File: src/rtl/pifo_pkg.sv
// Shared definitions for the PIFO blocks: default widths, the slot entry type and rank ordering helpers.
// The serial-number helper is selected in pifo_rank_cmp when PIFO_WRAP_CMP_EN is defined.
package pifo_pkg;

    localparam int PIFO_RANK_WIDTH = 16;
    localparam int PIFO_META_WIDTH = 16;

    typedef struct packed {
        logic                       valid;
        logic [PIFO_RANK_WIDTH-1:0] rank;
        logic [PIFO_META_WIDTH-1:0] meta;
    } pifo_slot_t;

    // Ranks are zero-extended to 32 bits; w is the live rank width (<= 32).
    function automatic logic [31:0] rank_mask(input int unsigned w);
        return (w >= 32) ? '1 : ((32'd1 << w) - 32'd1);
    endfunction

    function automatic logic rank_lt_plain(input logic [31:0] a, input logic [31:0] b,
                                           input int unsigned w);
        return (a & rank_mask(w)) < (b & rank_mask(w));
    endfunction

    // a precedes b when (b - a) mod 2^w is nonzero and below half the rank space.
    function automatic logic rank_lt_serial(input logic [31:0] a, input logic [31:0] b,
                                            input int unsigned w);
        logic [31:0] diff;
        diff = (b - a) & rank_mask(w);
        return (diff != 32'd0) && ((diff & (32'd1 << (w - 1))) == 32'd0);
    endfunction

endpackage

File: src/rtl/pifo_rank_cmp.sv
// Per-slot comparator: asserts ins_before when a new rank must land at or below this slot.
// Ordering is serial-number when PIFO_WRAP_CMP_EN is defined, plain unsigned otherwise.
module pifo_rank_cmp
    import pifo_pkg::*;
#(
    parameter int RANK_WIDTH = PIFO_RANK_WIDTH
) (
    input  logic                  slot_valid,
    input  logic [RANK_WIDTH-1:0] slot_rank,
    input  logic [RANK_WIDTH-1:0] new_rank,
    output logic                  ins_before
);

    logic strictly_less;

    // Ties do not count as "before", so equal ranks keep arrival order.
    always_comb begin
`ifdef PIFO_WRAP_CMP_EN
        strictly_less = rank_lt_serial(32'(new_rank), 32'(slot_rank), RANK_WIDTH);
`else
        strictly_less = rank_lt_plain(32'(new_rank), 32'(slot_rank), RANK_WIDTH);
`endif
        ins_before = !slot_valid || strictly_less;
    end

endmodule

File: src/rtl/pifo_shift_sorter.sv
// Register-based PIFO fed from the WRR rank stage FIFO; slot 0 always holds the minimum rank.
// Rank ordering follows pifo_rank_cmp (PIFO_WRAP_CMP_EN selects wrap-tolerant compare).
module pifo_shift_sorter
    import pifo_pkg::*;
#(
    parameter int RANK_WIDTH = PIFO_RANK_WIDTH,
    parameter int META_WIDTH = PIFO_META_WIDTH,
    parameter int DEPTH      = 8,
    parameter int CNT_WIDTH  = 6
) (
    input  logic                  clk,
    input  logic                  rst,
    input  logic                  rank_valid_in,
    input  logic [RANK_WIDTH-1:0] rank_in,
    input  logic [META_WIDTH-1:0] meta_in,
    output logic                  rank_remove,
    input  logic                  deq_req,
    output logic                  deq_valid,
    output logic [RANK_WIDTH-1:0] deq_rank,
    output logic [META_WIDTH-1:0] deq_meta,
    output logic [CNT_WIDTH-1:0]  occupancy,
    output logic                  full
);

    logic [DEPTH-1:0]      valid_q, valid_d;
    logic [RANK_WIDTH-1:0] rank_q [DEPTH];
    logic [RANK_WIDTH-1:0] rank_d [DEPTH];
    logic [META_WIDTH-1:0] meta_q [DEPTH];
    logic [META_WIDTH-1:0] meta_d [DEPTH];
    logic [CNT_WIDTH-1:0]  occ_q, occ_d;

    // "view" is the slot array after an optional pop; "left" is view shifted up by one.
    logic [DEPTH-1:0]      up_valid, view_valid, left_valid;
    logic [RANK_WIDTH-1:0] up_rank [DEPTH];
    logic [RANK_WIDTH-1:0] view_rank [DEPTH];
    logic [RANK_WIDTH-1:0] left_rank [DEPTH];
    logic [META_WIDTH-1:0] up_meta [DEPTH];
    logic [META_WIDTH-1:0] view_meta [DEPTH];
    logic [META_WIDTH-1:0] left_meta [DEPTH];
    logic [DEPTH-1:0]      ins_before;
    logic [CNT_WIDTH-1:0]  ins_pos;
    logic                  pop, accept;

    // Both handshakes are valid/ready style: an entry moves on a cycle where the producer
    // shows valid (rank_valid_in / deq_valid) and the consumer takes it (rank_remove / deq_req).
    assign pop         = deq_req & valid_q[0];
    assign full        = (occ_q == CNT_WIDTH'(DEPTH));
    assign accept      = rank_valid_in & (~full | pop) & ~rst;
    assign rank_remove = accept;

    assign deq_valid = valid_q[0];
    assign deq_rank  = rank_q[0];
    assign deq_meta  = meta_q[0];
    assign occupancy = occ_q;

    genvar g;
    for (g = 0; g < DEPTH; g++) begin : g_slot
        if (g < DEPTH - 1) begin : g_up
            assign up_valid[g] = valid_q[g+1];
            assign up_rank[g]  = rank_q[g+1];
            assign up_meta[g]  = meta_q[g+1];
        end else begin : g_top
            assign up_valid[g] = 1'b0;
            assign up_rank[g]  = '0;
            assign up_meta[g]  = '0;
        end

        assign view_valid[g] = pop ? up_valid[g] : valid_q[g];
        assign view_rank[g]  = pop ? up_rank[g]  : rank_q[g];
        assign view_meta[g]  = pop ? up_meta[g]  : meta_q[g];

        if (g > 0) begin : g_left
            assign left_valid[g] = view_valid[g-1];
            assign left_rank[g]  = view_rank[g-1];
            assign left_meta[g]  = view_meta[g-1];
        end else begin : g_bottom
            assign left_valid[g] = 1'b0;
            assign left_rank[g]  = '0;
            assign left_meta[g]  = '0;
        end

        pifo_rank_cmp #(.RANK_WIDTH(RANK_WIDTH)) u_cmp (
            .slot_valid (view_valid[g]),
            .slot_rank  (view_rank[g]),
            .new_rank   (rank_in),
            .ins_before (ins_before[g])
        );
    end

    always_comb begin
        ins_pos = CNT_WIDTH'(DEPTH);
        for (int i = DEPTH - 1; i >= 0; i--) begin
            if (ins_before[i]) ins_pos = CNT_WIDTH'(i);
        end
    end

    always_comb begin
        valid_d = view_valid;
        for (int i = 0; i < DEPTH; i++) begin
            rank_d[i] = view_rank[i];
            meta_d[i] = view_meta[i];
            if (accept && CNT_WIDTH'(i) == ins_pos) begin
                valid_d[i] = 1'b1;
                rank_d[i]  = rank_in;
                meta_d[i]  = meta_in;
            end else if (accept && CNT_WIDTH'(i) > ins_pos) begin
                valid_d[i] = left_valid[i];
                rank_d[i]  = left_rank[i];
                meta_d[i]  = left_meta[i];
            end
        end
        occ_d = occ_q + CNT_WIDTH'(accept) - CNT_WIDTH'(pop);
    end

    always_ff @(posedge clk or posedge rst) begin
        if (rst) begin
            valid_q <= '0;
            occ_q   <= '0;
            for (int i = 0; i < DEPTH; i++) begin
                rank_q[i] <= '0;
                meta_q[i] <= '0;
            end
        end else begin
            valid_q <= valid_d;
            occ_q   <= occ_d;
            for (int i = 0; i < DEPTH; i++) begin
                rank_q[i] <= rank_d[i];
                meta_q[i] <= meta_d[i];
            end
        end
    end

endmodule

File: config.mk
export PLATFORM = sky130hd
export DESIGN_NAME = pifo_shift_sorter
export DESIGN_NICKNAME = d
export VERILOG_FILES = /design/src/rtl/pifo_pkg.sv /design/src/rtl/pifo_rank_cmp.sv /design/src/rtl/pifo_shift_sorter.sv
export SDC_FILE = /design/constraint.sdc
export NUM_CORES = 1
export LEC_CHECK = 0
export ABC_AREA = 1
export BUFFER_PORTS_ARGS = -buffer_cell sky130_fd_sc_hd__buf_4
export CAP_MARGIN = 20
export CORE_MARGIN = 2
export CORE_UTILIZATION = 35
export DETAILED_ROUTE_END_ITERATION = 6
export GPL_ROUTABILITY_DRIVEN = 1
export PLACE_DENSITY_LB_ADDON = 0.08
export SETUP_SLACK_MARGIN = 0.4
export SYNTH_ARGS = -nofsm -noshare
export SYNTH_HDL_FRONTEND = slang
export SYNTH_SLANG_ARGS = --single-unit
File: constraint.sdc
create_clock -name clk -period 11.7 [get_ports clk]
set_clock_uncertainty 0.2 [all_clocks]
set_input_delay 0.585 -clock clk [delete_from_list [all_inputs] [get_ports clk]]
set_output_delay 0.585 -clock clk [all_outputs]
set_load 0.005 [all_outputs]
==> flow_metrics.env, run 1 <==
export IMPL_path_clk_slew_ns=0.06
export IMPL_cts_root_buf="clkbuf_16"
export IMPL_ios=77
export IMPL_setup_worst_path_start_class="flip-flop"
export IMPL_firstDrtPassIters=6
export IMPL_synth_edff_count=0
export IMPL_ys_warn_count=0
export IMPL_final_common_cell="nand2_1"
export IMPL_clock_latency_ns=0.55
export IMPL_mappedNetlistNets=2567
export IMPL_place_gp_congestion=0.8096
export IMPL_die_height_microns=231.9
export IMPL_rows=83
export IMPL_r2r_setup_slack_ns=4.78
export IMPL_vias=16210
export IMPL_cts_buffer_depth=3
export IMPL_worstSetupEndpointType="flip-flop"
export IMPL_core_area_sq_mm=0.05130
export IMPL_p_leak_nw=9.908
export IMPL_place_inst=3004
export IMPL_track_usage=0.2161
export IMPL_postLayoutCoreUtil=0.3930
export IMPL_cp_max_fo=93
export IMPL_grt_pass1_wl_microns=91580
export IMPL_synth_lib_cells_used_distinct=48
export IMPL_numPortBuffers=76
export IMPL_die_x_microns=231.9
export IMPL_syn_area_sq_mm=0.01818
export IMPL_synth_seq_cells=270
export IMPL_max_cap_violations=0
export IMPL_finalCritPeriodShare=0.5918
export IMPL_slew_violations=0
export IMPL_drt_total_wl_microns=58060
export IMPL_dieArea_sq_mm=0.05379
export IMPL_final_cells=3068
export IMPL_wl_per_cell_microns=18.92
export IMPL_p_int_mw=3.117
export IMPL_synthFlopType="dfrtp_1"
export IMPL_gr_total_overflow=0
export IMPL_cts_setup_buffers=0
export IMPL_avgSynthCellArea_sq_um=7.570
export IMPL_holdCritPathClass="primary input to flip-flop"
export IMPL_syn2layout_area_growth_pct=10.89
export IMPL_synthCells=2402
export IMPL_outcome="complete, no violations"
export IMPL_cts_tree="built"
export IMPL_htreeDepth=2
export IMPL_cts_sinks=270
export IMPL_tightest_slew_ns=1.048
export IMPL_rsz0062_at_grt="no"
export IMPL_switching_power_mw=2.308
export IMPL_whs_ns=0.06856
export IMPL_seqPwrFrac=0.304
export IMPL_setup_tns_ns=0
export IMPL_final_cell_mix="nand2_1, o21ai_0, dfrtp_1"
export IMPL_fin_nets=2531
export IMPL_grt_max_degree=99
export IMPL_antenna_left=0
export IMPL_initialDrtViolationCount=1560
export IMPL_viasPerCell=5.283
export IMPL_diodes=0
export IMPL_fillCellCount=5391
export IMPL_cts_buffers=38
export IMPL_max_freq_mhz=144.4
export IMPL_arrival_ns=7.20
export IMPL_relSlewSlack=0.3000
export IMPL_power_density_mw_per_mm2=269.1
export IMPL_antenna_found_initial=0
export IMPL_finalHoldViolations=0
export IMPL_drive_gt1_frac=0.09590
export IMPL_vdd_drop_max_uv=91.81
export IMPL_grt_pass1_vias=15210
export IMPL_min_period_ns=6.924
export IMPL_drc=0
export IMPL_critPathRequiredTime_ns=11.98
export IMPL_setup_violations=0
export IMPL_path_class="flip-flop to flip-flop"
export IMPL_dp_hpwl_microns=39700
export IMPL_async_reset_ff_frac=1.000
export IMPL_start_util=0.3544
export IMPL_synth_seq_area_share=0.3716
export IMPL_power_share_clock=0.220
export IMPL_switching_share=0.4255
export IMPL_p_comb_frac=0.476
-- final cells by class --
type / count / area, sq um / area share
inverter: 189 / 719.4 / 0.03568
sequential: 270 / 6756 / 0.3351
clock buffer: 52 / 1097 / 0.05442
tap: 680 / 850.8 / 0.04220
timing repair buffer: 97 / 750.7 / 0.03723
clock inverter: 10 / 157.7 / 0.007819
multi-input combinational: 1770 / 9831 / 0.4876
-- path summary, 6_finish.rpt --
check / cells after the start / start / end
min: 3 / meta_in[4] / meta_q[36]$_DFF_PP0_
min in group asynchronous: 3 / rst / deq_rank[9]$_DFF_PP0_
max: 24 / valid_q[0]$_DFF_PP0_ / rank_q[39]$_DFF_PP0_
max in group asynchronous: 4 / rst / meta_q[28]$_DFF_PP0_
max reg2reg: 24 / valid_q[0]$_DFF_PP0_ / rank_q[39]$_DFF_PP0_
min reg2reg: 2 / meta_q[0]$_DFFE_PP0P_ / meta_q[0]$_DFFE_PP0P_
-- sequential cells by signal, summed over array words and instances (netlist names) --
register / count
rank_q: 112
deq_meta: 16
deq_rank: 16
occupancy: 6
valid_q: 8
meta_q: 112
-- routing by layer --
layer,GRT usage,part of all wire,vias to the layer above,wire length (microns)
met5,0,0,-,0
met4,0.03906,0.014,0,791
met3,0.03291,0.061,54,3548
met2,0.2847,0.38,473,22120
met1,0.3609,0.54,7677,31600
li1,-,-,8005,-
-- per-stage QoR --
stage	setup slack, ns	power (mW)	cell area [sq um]
floorplan	2.181	3.557	18180
global placement	4.566	4.152	18870
detailed placement	4.602	4.214	18870
CTS	4.819	5.446	20140
global route	4.278	5.947	20160
finish	4.776	5.426	20160
-- what timing repair did --
item / 4_1_cts / 5_1_grt
endpoints found under the hold margin: 80 / 0
hold buffers: 1 / 0
gates resized for setup: 0 / 0
-- logic make-up (layout without fill, tap and decap cells) --
family	count (synthesis)	count (layout)	synth area share
compound gates	535	535	0.1656
xor+xnor	4	4	0.001927
fa+ha+maj	129	129	0.08918
buf+inv	362	348	0.08960
flops	270	270	0.3716
mux	69	69	0.03799
simple gates	1033	1033	0.2442
-- worst max-delay path, cell delays in order (launching register included) --
cell and delay, ns:
dfrtp_1 0.49, nand2_8 0.48, buf_4 0.80, buf_4 0.91, nand2_1 0.20, o21ai_0 0.20
inv_1 0.15, ha_1 0.32, nand2_1 0.08, nor2_1 0.12, nand2_1 0.06, nand2_1 0.06
nand2_1 0.04, nand2_1 0.05, nand2_1 0.10, nor2_2 0.25, nand2_2 0.16, inv_2 0.13
nor2_8 0.10, nor2_4 0.11, buf_4 0.61, nand2_2 0.69, nand2_1 0.23, nand3_1 0.09
nand2_1 0.08
-- cell usage after synthesis (all sizes together), types with 2 or more instances --
cell    count  area [sq um]
nor2      117         485.5
or2        34         212.7
xor2        3         26.28
clkinv      2         7.510
nand4      41         277.8
ha        128          1602
nand2     673          2586
o211ai     48         360.4
inv       187         704.4
nand3     157         805.8
dfrtp     270          6756
nor3        9         45.04
a211oi      8         60.06
o22ai       5         31.28
a22o        6         52.55
o21a        2         15.01
mux2i      69         690.7
o21ai     374          1872
buf        99         635.6
o221ai     19         229.0
a21oi      70         369.1
clkbuf     74         281.5
-- power groups by stage --
| stage | combinational, mW | clock (mW) | sequential (mW) |
|---|---|---|---|
| after global routing | 2.99 | 1.26 | 1.70 |
| final | 2.58 | 1.19 | 1.65 |
| after floorplan | 2.01 | 0 | 1.55 |
| after global placement | 2.50 | 0 | 1.65 |
| after CTS | 2.58 | 1.22 | 1.64 |
| after detailed placement | 2.55 | 0 | 1.66 |
No activity file was read; power rests on OpenSTA's default activity.
==> run 2: changes to the inputs <==
==> constraint.sdc (replaced) <==
create_clock -name clk -period 5.55 [get_ports clk]
set_clock_uncertainty 0.2 [all_clocks]
set_input_delay 0.2775 -clock clk [delete_from_list [all_inputs] [get_ports clk]]
set_output_delay 0.2775 -clock clk [all_outputs]
set_load 0.005 [all_outputs]
==> flow_metrics.env, run 2 (synthesized netlist as in run 1, its figures left out) <==
export IMPL_finalCritPeriodShare=0.8545
export IMPL_arrival_ns=4.96
export IMPL_wl_per_cell_microns=18.64
export IMPL_initialDrtViolationCount=1462
export IMPL_vias=16240
export IMPL_fin_nets=2568
export IMPL_p_leak_nw=10.04
export IMPL_setup_worst_path_start_class="flip-flop"
export IMPL_grt_pass1_vias=15180
export IMPL_vdd_drop_max_uv=230.9
export IMPL_ios=77
export IMPL_critPathRequiredTime_ns=5.77
export IMPL_final_common_cell="nand2_1"
export IMPL_drive_gt1_frac=0.1006
export IMPL_drt_total_wl_microns=57900
export IMPL_setup_violations=0
export IMPL_clock_latency_ns=0.55
export IMPL_core_area_sq_mm=0.05130
export IMPL_place_inst=3011
export IMPL_design_area_sq_mm=0.02053
export IMPL_gr_total_overflow=0
export IMPL_dieArea_sq_mm=0.05379
export IMPL_die_height_microns=231.9
export IMPL_start_util=0.3544
export IMPL_postLayoutCoreUtil=0.4001
export IMPL_cts_hold_buf=33
export IMPL_firstDrtPassIters=5
export IMPL_cp_max_fo=76
export IMPL_outcome="complete, no violations"
export IMPL_viasPerCell=5.227
export IMPL_path_class="flip-flop to flip-flop"
export IMPL_rsz0062_at_grt="no"
export IMPL_finalHoldViolations=0
export IMPL_cts_buffer_depth=3
export IMPL_diodes=0
export IMPL_max_cap_violations=0
export IMPL_drc=0
export IMPL_rows=83
export IMPL_grt_pass1_wl_microns=91890
export IMPL_place_area_sq_mm=0.01903
export IMPL_place_gp_congestion=0.8322
export IMPL_reg_top3="meta_q (112), rank_q (112)"
export IMPL_antenna_found_initial=1
export IMPL_final_cells=3106
export IMPL_max_freq_mhz=210.9
export IMPL_syn2layout_area_growth_pct=12.89
export IMPL_setup_tns_ns=0
export IMPL_path_clk_slew_ns=0.06
export IMPL_final_cell_mix="nand2_1, o21ai_0, dfrtp_1"
export IMPL_cts_buffers=37
export IMPL_power_density_mw_per_mm2=553.6
export IMPL_min_period_ns=4.743
export IMPL_numPortBuffers=76
export IMPL_cts_root_buf="clkbuf_16"
export IMPL_fillCellCount=5377
export IMPL_worstSetupEndpointType="flip-flop"
export IMPL_ctsResizeCount=0
export IMPL_relSlewSlack=0.3789
export IMPL_dp_hpwl_microns=40530
export IMPL_die_x_microns=231.9
export IMPL_cts_tree="built"
export IMPL_cts_setup_buffers=0
export IMPL_htreeDepth=2
export IMPL_cts_sinks=270
export IMPL_holdCritPathClass="primary input to asynchronous set/reset pin"
export IMPL_antenna_left=0
export IMPL_grt_max_degree=133
export IMPL_track_usage=0.2174
export IMPL_tightest_slew_ns=0.9317
export IMPL_slew_violations=0
-- run 2: final timing paths --
check                                       start                     end  slack (ns)  depth (start not counted)
max in group asynchronous                     rst    rank_q[22]$_DFF_PP0_        3.80                          4
hold / removal                                rst  deq_rank[11]$_DFF_PP0_        0.09                          3
setup reg to reg             valid_q[0]$_DFF_PP0_   meta_q[5]$_DFFE_PP0P_        0.81                         19
setup / recovery             valid_q[0]$_DFF_PP0_   meta_q[5]$_DFFE_PP0P_        0.81                         19
hold reg to reg            meta_q[14]$_DFFE_PP0P_  meta_q[14]$_DFFE_PP0P_        0.34                          2
min in group clk                          deq_req    rank_q[32]$_DFF_PP0_        0.09                          6
-- run 2: layout make-up --
cell class	instances	area, sq um	area share
tap	680	850.8	0.04145
clock inverter	6	87.58	0.004267
multi-input combinational	1770	9901	0.4824
timing repair buffer	135	1134	0.05523
clock buffer	56	1080	0.05261
inverter	189	716.9	0.03493
sequential	270	6756	0.3292
-- run 2: metrics by stage --
stage                     setup slack [ns]  hold WS, ns  power (mW)
final                               0.8073      0.08580       11.36
after global routing                0.4144      0.06519       12.50
after CTS                           0.8076      0.03171       11.43
after detailed placement            0.8252       0.1037       8.971
after global placement              0.9026       0.1006       8.866
after floorplan                     -1.174       0.1931       7.563
-- run 2: power breakdown --
group | internal (mW) | switching [mW] | total (mW)
clock | 1.43 | 0.940 | 2.37
combinational | 2.12 | 3.38 | 5.50
sequential | 2.93 | 0.557 | 3.49
-- run 2: critical path, cell delays in order, from the launching register on --
cell	delay, ns
dfrtp_1	0.48
nand2_8	0.13
buf_4	0.65
o21ai_0	0.35
ha_1	0.36
a21oi_1	0.18
o21ai_1	0.08
nand2_1	0.05
nand2_1	0.04
nand2_1	0.06
nand2_1	0.04
nand2_1	0.13
inv_2	0.08
nand2_1	0.08
nand2_2	0.08
nand2_2	0.44
nand3b_4	0.36
nand2_4	0.51
or2_1	0.18
nand3_1	0.08
-- run 2: routing by layer --
layer / vias up / part of all wire / GRT usage
li1: 8084 / - / -
met1: 7627 / 0.55 / 0.3619
met2: 469 / 0.37 / 0.2828
met3: 55 / 0.065 / 0.03942
met4: 0 / 0.014 / 0.04026
met5: - / 0 / 0
